--- src/rtl/apb_dec_pkg.sv ---
// Shared types and helpers for the APB decoder/mux.
package apb_dec_pkg;

  // Transfer sequencing states of the decoder/mux.
  typedef enum logic [1:0] {
    ST_IDLE   = 2'd0,
    ST_SETUP  = 2'd1,
    ST_ACCESS = 2'd2,
    ST_ERR    = 2'd3
  } state_t;

  // Width used to compare range bounds independent of the address width.
  localparam int unsigned RANGE_CMP_W = 64;

  // A range takes part in decoding only when its end is not below its start.
  function automatic logic range_valid(input logic [RANGE_CMP_W-1:0] start_addr,
                                       input logic [RANGE_CMP_W-1:0] end_addr);
    return end_addr >= start_addr;
  endfunction

endpackage

--- src/rtl/apb_range_match.sv ---
// Combinational match of one address against all ranges owned by one slave.
module apb_range_match
  import apb_dec_pkg::*;
#(
  parameter int unsigned ADDR_WIDTH = 32,
  parameter int unsigned RANGE_NUM  = 2,
  parameter logic [RANGE_NUM*ADDR_WIDTH-1:0] START_ADDRS = '0,
  parameter logic [RANGE_NUM*ADDR_WIDTH-1:0] END_ADDRS   = '0
) (
  input  logic [ADDR_WIDTH-1:0] addr,
  output logic                  hit
);

  logic [RANGE_NUM-1:0] range_hit;

  generate
    for (genvar gi = 0; gi < RANGE_NUM; gi++) begin : g_range
      logic [ADDR_WIDTH-1:0] lo;
      logic [ADDR_WIDTH-1:0] hi;
      assign lo = START_ADDRS[gi*ADDR_WIDTH +: ADDR_WIDTH];
      assign hi = END_ADDRS[gi*ADDR_WIDTH +: ADDR_WIDTH];
      // Inclusive bounds; disabled ranges never hit.
      assign range_hit[gi] = range_valid(RANGE_CMP_W'(lo), RANGE_CMP_W'(hi)) &&
                             (addr >= lo) && (addr <= hi);
    end
  endgenerate

  assign hit = |range_hit;

endmodule

--- src/rtl/apb_dec_mux.sv ---
// APB 1-to-N decoder/mux with per-master visibility, error slot and timeout.
module apb_dec_mux
  import apb_dec_pkg::*;
#(
  parameter int unsigned ADDR_WIDTH     = 32,
  parameter int unsigned DATA_WIDTH     = 32,
  parameter int unsigned MASTER_NUM     = 2,
  parameter int unsigned SLAVE_NUM      = 5,
  parameter int unsigned RANGE_NUM      = 2,
  parameter logic [SLAVE_NUM*RANGE_NUM*ADDR_WIDTH-1:0] START_ADDRS = '0,
  parameter logic [SLAVE_NUM*RANGE_NUM*ADDR_WIDTH-1:0] END_ADDRS   = '0,
  parameter logic [MASTER_NUM*SLAVE_NUM-1:0] VISIBLE = '1,
  parameter int unsigned TIMEOUT_CYCLES = 16,
  localparam int unsigned MID_W = (MASTER_NUM > 1) ? $clog2(MASTER_NUM) : 1
) (
  input  logic                            clk,
  input  logic                            rst,
  input  logic [MID_W-1:0]                master_id,
  input  logic                            s_psel,
  input  logic                            s_penable,
  input  logic                            s_pwrite,
  input  logic [ADDR_WIDTH-1:0]           s_paddr,
  input  logic [DATA_WIDTH-1:0]           s_pwdata,
  output logic                            s_pready,
  output logic                            s_pslverr,
  output logic [DATA_WIDTH-1:0]           s_prdata,
  output logic [SLAVE_NUM-1:0]            m_psel,
  output logic                            m_penable,
  output logic                            m_pwrite,
  output logic [ADDR_WIDTH-1:0]           m_paddr,
  output logic [DATA_WIDTH-1:0]           m_pwdata,
  input  logic [SLAVE_NUM-1:0]            m_pready,
  input  logic [SLAVE_NUM-1:0]            m_pslverr,
  input  logic [SLAVE_NUM*DATA_WIDTH-1:0] m_prdata
);

  localparam int unsigned SEL_W = (SLAVE_NUM > 1) ? $clog2(SLAVE_NUM) : 1;
  localparam int unsigned TO_W  = (TIMEOUT_CYCLES > 1) ? $clog2(TIMEOUT_CYCLES) : 1;
  localparam logic [TO_W-1:0] TO_LAST =
    TO_W'((TIMEOUT_CYCLES > 0) ? (TIMEOUT_CYCLES - 1) : 0);

  state_t                  state_reg;
  logic [SEL_W-1:0]        sel_idx_reg;
  logic [SLAVE_NUM-1:0]    m_psel_reg;
  logic                    m_penable_reg;
  logic                    write_reg;
  logic [ADDR_WIDTH-1:0]   addr_reg;
  logic [DATA_WIDTH-1:0]   wdata_reg;
  logic [TO_W-1:0]         cnt_reg;

  logic [SLAVE_NUM-1:0]    range_hit;
  logic [SLAVE_NUM-1:0]    mask_terms [MASTER_NUM];
  logic [SLAVE_NUM-1:0]    vis_mask;
  logic [SLAVE_NUM-1:0]    slave_hit;
  logic [SEL_W-1:0]        hit_idx;
  logic                    sel_ready;
  logic                    timeout_hit;

  // Address decode: one range matcher per slave.
  generate
    for (genvar gi = 0; gi < SLAVE_NUM; gi++) begin : g_match
      apb_range_match #(
        .ADDR_WIDTH (ADDR_WIDTH),
        .RANGE_NUM  (RANGE_NUM),
        .START_ADDRS(START_ADDRS[gi*RANGE_NUM*ADDR_WIDTH +: RANGE_NUM*ADDR_WIDTH]),
        .END_ADDRS  (END_ADDRS[gi*RANGE_NUM*ADDR_WIDTH +: RANGE_NUM*ADDR_WIDTH])
      ) u_match (
        .addr(s_paddr),
        .hit (range_hit[gi])
      );
    end

    // An out-of-range master_id matches no term, so its mask is empty.
    for (genvar gi = 0; gi < MASTER_NUM; gi++) begin : g_vis
      assign mask_terms[gi] = (master_id == MID_W'(gi)) ?
                              VISIBLE[gi*SLAVE_NUM +: SLAVE_NUM] : '0;
    end
  endgenerate

  // Merge the visibility masks of all masters (at most one is non-zero).
  always_comb begin
    vis_mask = '0;
    for (int i = 0; i < MASTER_NUM; i++) begin
      vis_mask = vis_mask | mask_terms[i];
    end
  end

  assign slave_hit = range_hit & vis_mask;

  // Priority encode: overlapping hits go to the lowest slave index.
  always_comb begin
    hit_idx = '0;
    for (int i = SLAVE_NUM - 1; i >= 0; i--) begin
      if (slave_hit[i]) hit_idx = SEL_W'(i);
    end
  end

  assign sel_ready   = m_pready[sel_idx_reg];
  assign timeout_hit = (TIMEOUT_CYCLES != 0) && (state_reg == ST_ACCESS) &&
                       !sel_ready && (cnt_reg == TO_LAST);

  // Transfer FSM with registered downstream controls. master_id only feeds
  // the decode, whose result is captured in sel_idx_reg.
  always_ff @(posedge clk) begin
    if (rst) begin
      state_reg     <= ST_IDLE;
      sel_idx_reg   <= '0;
      m_psel_reg    <= '0;
      m_penable_reg <= 1'b0;
      write_reg     <= 1'b0;
      addr_reg      <= '0;
      wdata_reg     <= '0;
      cnt_reg       <= '0;
    end else begin
      case (state_reg)
        ST_IDLE: begin
          if (s_psel && !s_penable) begin
            addr_reg  <= s_paddr;
            write_reg <= s_pwrite;
            wdata_reg <= s_pwdata;
            if (|slave_hit) begin
              sel_idx_reg <= hit_idx;
              m_psel_reg  <= SLAVE_NUM'(1) << hit_idx;
              state_reg   <= ST_SETUP;
            end else begin
              state_reg   <= ST_ERR;
            end
          end
        end
        ST_SETUP: begin
          m_penable_reg <= 1'b1;
          cnt_reg       <= '0;
          state_reg     <= ST_ACCESS;
        end
        ST_ACCESS: begin
          if (sel_ready || timeout_hit) begin
            m_psel_reg    <= '0;
            m_penable_reg <= 1'b0;
            cnt_reg       <= '0;
            state_reg     <= ST_IDLE;
          end else begin
            cnt_reg <= cnt_reg + 1'b1;
          end
        end
        default: begin
          state_reg <= ST_IDLE;
        end
      endcase
    end
  end

  // Upstream response; an ACCESS response is dropped if the master let go.
  always_comb begin
    s_pready  = 1'b0;
    s_pslverr = 1'b0;
    s_prdata  = '0;
    if (state_reg == ST_ERR) begin
      s_pready  = 1'b1;
      s_pslverr = 1'b1;
    end else if (state_reg == ST_ACCESS && s_psel) begin
      if (timeout_hit) begin
        s_pready  = 1'b1;
        s_pslverr = 1'b1;
      end else begin
        s_pready  = sel_ready;
        s_pslverr = m_pslverr[sel_idx_reg];
        s_prdata  = m_prdata[sel_idx_reg*DATA_WIDTH +: DATA_WIDTH];
      end
    end
  end

  assign m_psel    = m_psel_reg;
  assign m_penable = m_penable_reg;
  assign m_pwrite  = write_reg;
  assign m_paddr   = addr_reg;
  assign m_pwdata  = wdata_reg;

endmodule

--- config.mk ---
export PLATFORM = sky130hd
export DESIGN_NAME = apb_dec_mux
export DESIGN_NICKNAME = d
export VERILOG_FILES = /design/src/rtl/apb_dec_pkg.sv /design/src/rtl/apb_range_match.sv /design/src/rtl/apb_dec_mux.sv
export SDC_FILE = /design/constraint.sdc
export NUM_CORES = 1
export LEC_CHECK = 0
export ABC_CLOCK_PERIOD_IN_PS = 2700
export BUFFER_PORTS_ARGS = -buffer_cell sky130_fd_sc_hd__buf_2
export CORE_AREA = 5 5 130 132
export CTS_CLUSTER_DIAMETER = 200
export DETAILED_ROUTE_END_ITERATION = 12
export DIE_AREA = 0 0 135 137
export PLACE_DENSITY_LB_ADDON = 0.1
export SLEW_MARGIN = 25
export SYNTH_ARGS = -nofsm -noshare
export SYNTH_HDL_FRONTEND = slang
export SYNTH_HIERARCHICAL = 1
export SYNTH_SLANG_ARGS = --single-unit
--- constraint.sdc ---
create_clock -name clk -period 2.7 [get_ports clk]
set_clock_uncertainty 0.1 [all_clocks]
set_input_delay 0 -clock clk [delete_from_list [all_inputs] [get_ports clk]]
set_output_delay 0 -clock clk [all_outputs]
set_load 0.02 [all_outputs]
Yosys cells after proc, flatten, opt, wreduce, memory -nomap -nowiden
Index checks and enable logic that the tools add are counted.
Word-level totals
  input bits: 240
  bits in read-only memories: 0
  bits in registers: 80
  bits in writable memories: 0
  latch bits: 0
  memories: 0
Operators by class
  $mul: 0
  shift-type cells: 2
  reductions and logical operators: 17
  divide/modulo/power cells: 0
  multiplexer cells: 32
  bitwise operators: 2
  add/subtract/negate cells: 1
  equality and inequality tests: 7
  magnitude comparators: 3
Operators by type and width (count)
  $shiftx 160x9->32: 1
  $mux 32: 3
  $ge 32x1->1 const B: 1
  $le 32x1->1 const B: 1
  $mux 5: 5
  $mux 3: 5
  $pmux 5 s2: 1
  $mux 1: 9
  $pmux 4 s2: 1
  $bmux 1 s3: 2
  $mux 2: 3
  $pmux 2 s3: 1
  $reduce_and 2->1: 3
  $and 5x5->5: 1
  $logic_and 1x1->1: 5
  $or 5x5->5: 1
  $reduce_or 5->1: 1
  $shl 1x3->5 const A: 1
  $add 4x1->4 const B: 1
  $eq 2x2->1 const B: 2
  $eq 4x4->1 const B: 1
  $lt 3x4->1 const B: 1
  $mux 4: 1
  $ne 2x2->1 const B: 2
  other kinds (9): 11

Depth between registers and ports, before layout
Gate-level depths: netlist (run 1).
  depth in word-level cells: 12
  mapped depth: 8

Modules after synthesis
Netlist (run 1), hierarchy kept.
Modules (own cells, without submodules)
  apb_dec_mux: area each 4376.7 um2, cells an instance 506, instances 1, sequential area each 1601.5 um2
  apb_range_match: area each 72.6 um2, cells an instance 11, instances 5, sequential area each 0.0 um2

Least setup slack after synthesis (run 1)
Ideal clock, no wire load.
  kind: register -> register
  start: reg sel_idx_reg[1]
  end: reg m_psel_reg[4], in the netlist m_psel[4]
  arrival time: 1721 ps
  stages on the path, launching flop included: 7
  path slack: 758 ps
  path buffers: 1
  path through: dfxtp_1 buf_6 mux2_2 and3_4 nor3_4 nand3b_4 mux2_4
On the way
  longest elaborated chain between the ends: 8
RTL lines
  start: declaration: line apb_dec_mux.sv:43  | logic [SEL_W-1:0] sel_idx_reg;
  start signal: assignment: line apb_dec_mux.sv:122  | sel_idx_reg <= hit_idx;
  $bmux 1 s3 (*): line apb_dec_mux.sv:98  | assign sel_ready = m_pready[sel_idx_reg];
  $mux 1 (not written as such) (*): line apb_dec_mux.sv:98
  $logic_not 1->1: line apb_dec_mux.sv:100  | !sel_ready && (cnt_reg == TO_LAST);
  $logic_and 1x1->1: line apb_dec_mux.sv:99  | assign timeout_hit = (TIMEOUT_CYCLES != 0) && (state_reg == ST_ACCESS) &&
  $logic_and 1x1->1: line apb_dec_mux.sv:100
  $logic_or 1x1->1 (*): line apb_dec_mux.sv:136  | if (sel_ready || timeout_hit) begin
  $ne 2x1->1 (no line) (*)
  $reduce_and 4->1 (no line) (*)
  end signal: assignment: line apb_dec_mux.sv:123  | m_psel_reg <= SLAVE_NUM'(1) << hit_idx;
  end: declaration: line apb_dec_mux.sv:44  | logic [SLAVE_NUM-1:0] m_psel_reg;
Mark *: on every way between the ends. The rest lies on a longest branch, timed or not. The select of a mux whose other input is x is not followed.
A chain may end at the register's enable or synchronous reset.

Worst setup path after layout (run 1)
  start: reg sel_idx_reg[0]
  end: out s_prdata[26]
On the way
  longest elaborated chain between the ends: 8
  elaborated cells on any way between the ends: 9
  classes of those cells: shift: 1; mux: 5; reduce/logical: 3
RTL lines
  branches (longest 5 deep; another with $shiftx 160x9->32)
  $mux 32 (*): line apb_dec_mux.sv:161  | if (timeout_hit) begin
  $mux 32 (*): line apb_dec_mux.sv:160  | end else if (state_reg == ST_ACCESS && s_psel) begin
  $mux 32 (*): line apb_dec_mux.sv:157  | if (state_reg == ST_ERR) begin
  end: declaration: line apb_dec_mux.sv:26  | output logic [DATA_WIDTH-1:0] s_prdata,
Every way passes the cells marked *. The select of a mux whose other input is x is not followed.

==> impl_metrics.yaml, run 1 <==
layout:
  multi_input_area_mm2: 0.00294
  final_area_mm2: 0.00757
  drive_above_1_share_pct: 44.1
  stdcell_count: 1172
  fill_cells: 1533
  final_net_count: 1195
  finish.utilization_pct: 48.5
  areaGrowthSynthToFinish_pct: 59.7
  seq_area_mm2: 0.00160
sta:
  fmax_mhz: 400
  setup_viol: 0
  finalCritPeriodShare_pct: 92.6
  rsz0062_at_grt: "no"
  fin_crit_ps: 2500
  max_slew_margin_pct: 43.9
  tns_ps: 0
  hold_viol: 0
  tightest_slew_ps: 842
  drv_slew: 0
logic_synthesis:
  syn-num-nets: 806
  post-synth-top-count-cell: "nand2_1"
  syn_inst: 561
  synthTopCellsByCount: "nand2_1, dfxtp_1, a21oi_1"
  synth_cell_type_count: 43
  synth_edf_count: 0
  synth_top_area_share_pct: 33.8
  syn_avg_cell_area_um2: 8.45
  synth_ff_type: "dfxtp_1"
  yosys.area.top_type: "dfxtp_1"
  yosysWarnings: 6
  ys_ff_latch: 80
  ys_seq_area_share_pct: 33.8
  async_flop_share_pct: 0
  syn_area_mm2: 0.00474
  synthTopCellsByArea: "dfxtp_1, mux4_2, nand2_1"
hold_path:
  whs_path_depth: 5
  hold_class: "primary input to flip-flop"
  worstHoldStart: "m_pready[4]"
  min_to: "cnt_reg[0]"
power:
  leakagePower_uw: 0.00345
  seqPwrFrac_pct: 35.4
  p_sw_share_pct: 35.6
  p_per_area_mw_per_mm2: 506
  combPwrFrac_pct: 35.9
  switchingPower_uw: 1360
  pwr-share-clk_pct: 28.7
  peakVddDrop_mv: 0.440
  intPower_uw: 2470
placed_design:
  io_buffers: 343
  hpwl_um: 16000
  placed_cells: 1089
  dpl_cell_area_mm2: 0.00664
  gp_congestion: 0.878
global_route:
  gr-total-overflow: 0
  grt_pass1_wl_um: 30800
  grt_use_total_pct: 21.0
  antenna_found_initial: 1
  grt_start_max_net_pins: 83
  grt_pass1_vias: 5899
floorplan:
  io_pins: 345
  core_mm2: 0.0156
  die_h_um: 137
  die_w_um: 135
  start_util_pct: 30.4
  die-area_mm2: 0.0185
  num_rows: 46
setup_path:
  end_kind: "output pin"
  critical-path-top-delay-family: "simple AND/OR/NAND/NOR gates"
  crit_path_start_kind: "flip-flop"
  r2r_end: "m_psel[4]"
  ff2ff_path_depth: 5
  arrival_ps: 2400
  r2r_start: "sel_idx_reg[1]"
  worst_path_max_delay_cell: "nand4b_4"
  cp_num_buf_inv: 2
  path_max_fanout: 34
  crit_chain: "buf_12, and3_4, or3_4, nand4b_4, nor2_1, buf_2"
  reg2reg_slack_ps: 580
  critPathMaxStageDelay_ps: 440
  worstPathRequired_ps: 2600
  crit_type: "flip-flop to output pin"
drt:
  drc_errors: 0
  detail_route.vias_per_cell: 5.01
  firstDrtPassIters: 5
  routed_wl_um: 20700
  drt_first_iter_violations: 270
  vias: 5871
  wl_per_cell_um: 17.6
  postRouteAntennaNets: 0
clock_network:
  clock_latency_ps: 330
  cts.clk_slew.worst_paths_ps: 60
  cts.htree.levels: 3
  clockBufferDepth: 2
  post_cts_resized: 0
  clockRootBuffer: "clkbuf_16"
  cts.sinks: 80
  cts_setup_buffers: 0
  cts_tree: "yes"
  cts_made_buffers: 9
outcome:
  status: "completed"
flow_run:
  maxCapViolCount: 0
worst reg2reg max path, delay by kind of cell, from the launching register on:
kind / cells / cell delay [ps]
DFF: 1 / 420
and+or+nand+nor: 3 / 810
muxes: 2 / 670
placed cells by master, fill, tap and decap left out, types with 2 or more instances in the layout:
cell type,count
nand4_1,10
a22oi_1,33
nor4_2,5
nor2_1,47
a21oi_1,77
buf_4,9
clkbuf_16,9
mux2_4,2
dfxtp_1,78
nand2b_1,11
clkbuf_1,2
nor4_1,35
nand3b_1,3
nand3_1,5
o21ai_0,3
clkinv_2,2
nand2_1,134
ha_1,5
o31ai_1,2
a211oi_1,2
clkinvlp_4,2
dlygate4sd3_1,66
buf_2,343
mux2i_1,5
dfxtp_2,2
mux4_2,33
inv_1,5
nor3_1,2
nor2b_1,2
logic make-up after synthesis:
| family | count (synthesis) | share of synthesized area (%) |
|---|---|---|
| AND/OR/NAND/NOR | 267 | 27.5 |
| buffers and inverters | 47 | 4.49 |
| flip-flops | 80 | 33.8 |
| adder cells (fa/ha/maj) | 5 | 1.32 |
| AO/OA/AOI/OAI | 121 | 15.3 |
| multiplexers | 41 | 17.6 |
worst max-delay path by stage:
stage	startpoint	to	cells past startpoint	slack, ps
finish	sel_idx_reg[0]	s_prdata[26]	6	200
global route	sel_idx_reg[0]	s_prdata[26]	6	10
CTS	sel_idx_reg[0]	s_prdata[26]	6	150
detailed placement	sel_idx_reg[0]	s_prdata[26]	6	520
global placement	s_paddr[27]	m_psel[4]	9	600
floorplan	sel_idx_reg[1]	m_psel[4]	6	760
what timing repair did:
| action | in CTS | in global routing |
|---|---|---|
| setup endpoints to repair | 0 | 0 |
| endpoints found under the hold margin | 68 | 0 |
| hold buffers | 66 | 0 |
per-stage QoR:
step / hold slack, ps / total power (µW) / setup slack, ps
global placement: 142 / 2650 / 599
CTS: 28.4 / 3880 / 155
detailed placement: 145 / 2690 / 521
finish: 42.6 / 3830 / 199
global route: 49.7 / 4070 / 13.9
floorplan: 36.0 / 2160 / 758
cell type report:
| cell class | count | area share [%] |
|---|---|---|
| Antenna cell | 1 | 0.0331 |
| Multi-Input combinational cell | 434 | 38.8 |
| Inverter | 6 | 0.298 |
| Clock inverter | 5 | 0.446 |
| Tap cell | 216 | 3.57 |
| Sequential cell | 80 | 21.2 |
| Clock buffer | 11 | 3.07 |
| Timing Repair Buffer | 419 | 32.6 |
power by group through the flow:
stage	combinational [µW]	clock (µW)	sequential, µW
floorplan	659	0	1500
global placement	1280	0	1370
detailed placement	1310	0	1380
CTS	1390	1140	1350
global route	1500	1200	1370
finish	1380	1100	1360
routing by layer:
| metal | part of all wire, % | wire length [µm] | track usage [%] | up-vias |
|---|---|---|---|---|
| li1 | - | - | - | 2828 |
| met1 | 37 | 7580 | 22.8 | 2743 |
| met2 | 51 | 10600 | 37.7 | 258 |
| met3 | 9.2 | 1900 | 7.06 | 40 |
| met4 | 3.0 | 617 | 8.17 | 2 |
| met5 | 0.063 | 13 | 0 | - |
Note: power is estimated with default switching activity, not from simulation.
==> run 2: changes to the inputs <==
==> constraint.sdc (replaced) <==
create_clock -name clk -period 2.7 [get_ports clk]
set_clock_uncertainty 0.1 [all_clocks]
set_input_delay 0 -clock clk [delete_from_list [all_inputs] [get_ports clk]]
set_output_delay 0 -clock clk [all_outputs]
set_load 0.05 [all_outputs]
==> impl_metrics.yaml, run 2 (synthesized netlist as in run 1, its figures left out) <==
drt:
  wl_met1_um: 7980
  wl_met3_um: 1730
  wl_per_cell_um: 17.9
  highest_layer: "met4"
  postRouteAntennaNets: 0
  firstDrtPassIters: 5
  drt_first_iter_violations: 230
  route.met2.wl_um: 10700
  routed_wl_um: 21000
  detail_route.vias_per_cell: 5.03
  vias: 5896
  drc_errors: 0
power:
  peakVddDrop_mv: 0.444
  leakagePower_uw: 0.00349
  p_per_area_mw_per_mm2: 562
  total_power_uw: 4320
floorplan:
  core_mm2: 0.0156
  io_pins: 345
  num_rows: 46
  die_w_um: 135
  start_util_pct: 30.4
  die_h_um: 137
  die-area_mm2: 0.0185
global_route:
  grt_use_total_pct: 20.6
  grt_pass1_vias: 5853
  grt_start_max_net_pins: 83
  gr-total-overflow: 0
  grt_pass1_wl_um: 30300
  antenna_found_initial: 0
layout:
  final_net_count: 1196
  diodes: 0
  final_common_cell: "buf_2"
  layout_common_cells: "buf_2, nand2_1, dfxtp_1"
  drive_above_1_share_pct: 44.4
  areaGrowthSynthToFinish_pct: 62.2
clock_network:
  cts.htree.levels: 3
  cts.clk_slew.worst_paths_ps: 60
  cts_made_buffers: 9
  clockBufferDepth: 2
  clock_latency_ps: 330
  cts.sinks: 80
  cts_tree: "yes"
  cts_setup_buffers: 0
  clockRootBuffer: "clkbuf_16"
outcome:
  status: "completed"
flow_run:
  maxCapViolCount: 0
setup_path:
  crit_chain: "buf_4, nor3b_4, a22o_4, or3_4, nand4b_2, nor2_1, buf_2"
  path_max_fanout: 16
  worst_path_max_delay_cell: "nand4b_2"
  end_kind: "output pin"
  critPathMaxStageDelay_ps: 460
  crit_path_start_kind: "flip-flop"
  crit_type: "flip-flop to output pin"
  worstPathRequired_ps: 2600
  arrival_ps: 2500
sta:
  rsz0062_at_grt: "no"
  finalCritPeriodShare_pct: 96.4
  worst_slack_ps: 98.5
  tns_ps: 0
  tightest_slew_ps: 860
  drv_slew: 0
  fin_crit_ps: 2600
  hold_viol: 0
  setup_viol: 0
  max_slew_margin_pct: 42.7
  fmax_mhz: 384
  whs_ps: 37.6
placed_design:
  hpwl_um: 16200
  pre_cts_slack_ps: 486
  gp_congestion: 0.886
  io_buffers: 343
hold_path:
  hold_class: "primary input to flip-flop"
-- run 2: cell count changes in the layout (fill, tap and decap cells not counted), sizes merged --
cell,change
clkbuf,-1
clkinv,+1
clkinvlp,-1
diode,-1
inv,+1
nand4b,+1
-- run 2: worst paths after layout --
check	start	depth (start not counted)	slack, ps	end
max	sel_idx_reg[1]	7	100	s_prdata[16]
min	m_pready[4]	5	40	cnt_reg[0]
max reg2reg	sel_idx_reg[1]	6	540	m_psel[4]
min reg2reg	m_pwdata[25]	2	350	m_pwdata[25]
-- run 2: critical path, delay by kind of cell, from the launching register on --
kind	cells	cell delay [ps]
simple gates	4	1090
buf+inv	2	520
flops	1	370
compound gates	1	180
-- run 2: where the power goes --
| group | total (µW) | internal (µW) | switching [µW] |
|---|---|---|---|
| logic | 1820 | 587 | 1230 |
| registers | 1350 | 1300 | 58.1 |
| clock network | 1150 | 651 | 497 |
-- run 2: metrics by stage --
step / util, % / area [µm²] / cells
after floorplan: - / 4740 / 561
after global placement: 43.1 / 6730 / 1089
after detailed placement: 43.1 / 6730 / 1089
after CTS: 49.2 / 7670 / 1171
after global routing: 49.3 / 7690 / 1172
final: 49.3 / 7690 / 1172
-- run 2: area by class of cell --
type	count	area, µm²
Clock buffer	10	239
Clock inverter	6	43.8
Fill cell	1534	7910
Inverter	6	22.5
Multi-Input combinational cell	435	2950
Sequential cell	80	1600
Tap cell	216	270
Timing Repair Buffer	419	2550
-- run 2: per-layer routing --
metal	track usage, %	vias to the layer above
li1	-	2828
met1	22.9	2784
met2	37.2	252
met3	6.29	32
met4	7.56	0
met5	0	-
-- run 2: what timing repair did --
action / CTS / global route
hold buffers: 66 / 0
endpoints found under the hold margin: 68 / 0
setup endpoints to repair: 0 / 1
gates resized for setup: 0 / 0
==> run 3: changes to the inputs <==
--- a/config.mk
+++ b/config.mk
@@ -5,12 +5,13 @@
 export SDC_FILE = /design/constraint.sdc
 export NUM_CORES = 1
 export LEC_CHECK = 0
+export ABC_AREA = 0
 export ABC_CLOCK_PERIOD_IN_PS = 2700
-export BUFFER_PORTS_ARGS = -buffer_cell sky130_fd_sc_hd__buf_2
-export CORE_AREA = 5 5 130 132
+export CORE_AREA = 5 5 131 133
 export CTS_CLUSTER_DIAMETER = 200
 export DETAILED_ROUTE_END_ITERATION = 12
-export DIE_AREA = 0 0 135 137
+export DIE_AREA = 0 0 136 138
+export DONT_BUFFER_PORTS = 1
 export PLACE_DENSITY_LB_ADDON = 0.1
 export SLEW_MARGIN = 25
 export SYNTH_ARGS = -nofsm -noshare
==> impl_metrics.yaml, run 3 (synthesized netlist as in run 1, its figures left out) <==
sta:
  setup_viol: 0
  hold_viol: 0
  rsz0062_at_grt: "no"
  fmax_mhz: 393
  drv_slew: 0
  finalCritPeriodShare_pct: 94.1
  fin_crit_ps: 2540
  tightest_slew_ps: 620
  whs_ps: 13.3
  max_slew_margin_pct: 58.6
  tns_ps: 0
setup_path:
  ff2ff_path_depth: 7
  r2r_end: "m_pwdata[19]"
  crit_path_start_kind: "flip-flop"
  path_max_fanout: 32
  reg2reg_slack_ps: 490
  r2r_start: "state_reg[0]"
  end_kind: "output pin"
  crit_start: "sel_idx_reg[1]"
  crit_path_end: "s_prdata[5]"
  arrival_ps: 2440
  worstPathRequired_ps: 2600
  crit_type: "flip-flop to output pin"
drt:
  firstDrtPassIters: 5
  drt_first_iter_violations: 262
  detail_route.vias_per_cell: 5.46
  vias: 4735
  routed_wl_um: 20000
  wl_per_cell_um: 23.0
  drc_errors: 0
  postRouteAntennaNets: 0
placed_design:
  hpwl_um: 15100
  gp_congestion: 0.903
  io_buffers: 0
  dpl_cell_area_mm2: 0.00515
power:
  peakVddDrop_mv: 0.302
  leakagePower_uw: 0.00215
  p_per_area_mw_per_mm2: 665
clock_network:
  clock_latency_ps: 330
  cts.sinks: 80
  cts_made_buffers: 9
  post_cts_resized: 0
  clockRootBuffer: "clkbuf_16"
  clockBufferDepth: 2
  cts_tree: "yes"
  cts.clk_slew.worst_paths_ps: 60
  cts.htree.levels: 3
  cts_setup_buffers: 0
outcome:
  status: "completed"
global_route:
  grt_use_total_pct: 20.2
  grt_pass1_wl_um: 29400
  gr-total-overflow: 0
  gr-usage-met1_pct: 22.1
  grt_pass1_vias: 4901
  met2_usage_pct: 36.3
  grt_start_max_net_pins: 84
  antenna_found_initial: 3
  grtUsageMet3_pct: 7.04
  top_usage_layer: "met2"
floorplan:
  start_util_pct: 30.2
  io_pins: 345
  core_mm2: 0.0157
  die_h_um: 138
  num_rows: 46
  die-area_mm2: 0.0188
  die_w_um: 136
layout:
  final_net_count: 886
  drive_above_1_share_pct: 17.0
  final_common_cell: "nand2_1"
  layout_common_cells: "nand2_1, dfxtp_1, a21oi_1"
  areaGrowthSynthToFinish_pct: 29.8
  final_area_mm2: 0.00615
flow_run:
  maxCapViolCount: 0
hold_path:
  whs_path_depth: 5
  hold_class: "primary input to flip-flop"
## run 3: cell types whose count changed in the layout (fill, tap and decap cells not counted), sizes merged
cell,before,now
buf,353,43
diode,0,5
clkbuf,10,12
clkinv,5,3
bufinv,0,1
dlygate4sd3,66,67
inv,6,5
nand4b,2,1
## run 3: per-stage QoR
stage	instances	worst slack [ps]	utilization [%]	power, µW
after detailed placement	778	495	32.8	2810
after CTS	862	124	39.1	4150
after global routing	864	52.5	39.1	4300
after floorplan	561	479	-	2550
after global placement	778	522	32.8	2790
final	867	159	39.2	4090
## run 3: power breakdown
group | internal (µW) | switching, µW
registers | 1300 | 446
logic | 409 | 738
clock network | 721 | 482
total | 2430 | 1670
## run 3: worst max-delay path: stages, from the launching register on
cell,delay [ps]
dfxtp_2,450
mux2_2,370
and3_4,200
or3_4,380
nand4b_4,340
nor2_1,130
buf_4,210
## run 3: metal layers
layer  routed length, µm  vias to the layer above
li1                    -                     2222
met1                7320                     2254
met2               10400                      231
met3                1950                       26
met4                 320                        2
met5                  13                        -
## run 3: cell type report
class,instances,area [µm²]
diodes,5,12.5
clock buffers,12,236
clock inverters,4,55.1
fillers,1608,9560
inverters,6,22.5
multi-input cells,434,2940
flip-flops and latches,80,1600
well taps,216,270
repair buffers,110,1010
## run 3: what timing repair did
item | CTS | global route
endpoints found under the hold margin | 80 | 0
setup endpoints to repair | 0 | 0
hold buffers | 68 | 0
## run 3: worst min-delay path by stage
stage | from | endpoint | slack [ps]
final | s_paddr[22] | sel_idx_reg[2] | 10
after global routing | s_paddr[3] | sel_idx_reg[2] | 40
after CTS | s_paddr[8] | sel_idx_reg[2] | 3
after detailed placement | rst | m_pwdata[15] | -20
after global placement | rst | m_pwdata[15] | -20
after floorplan | s_paddr[0] | m_paddr[0] | 40
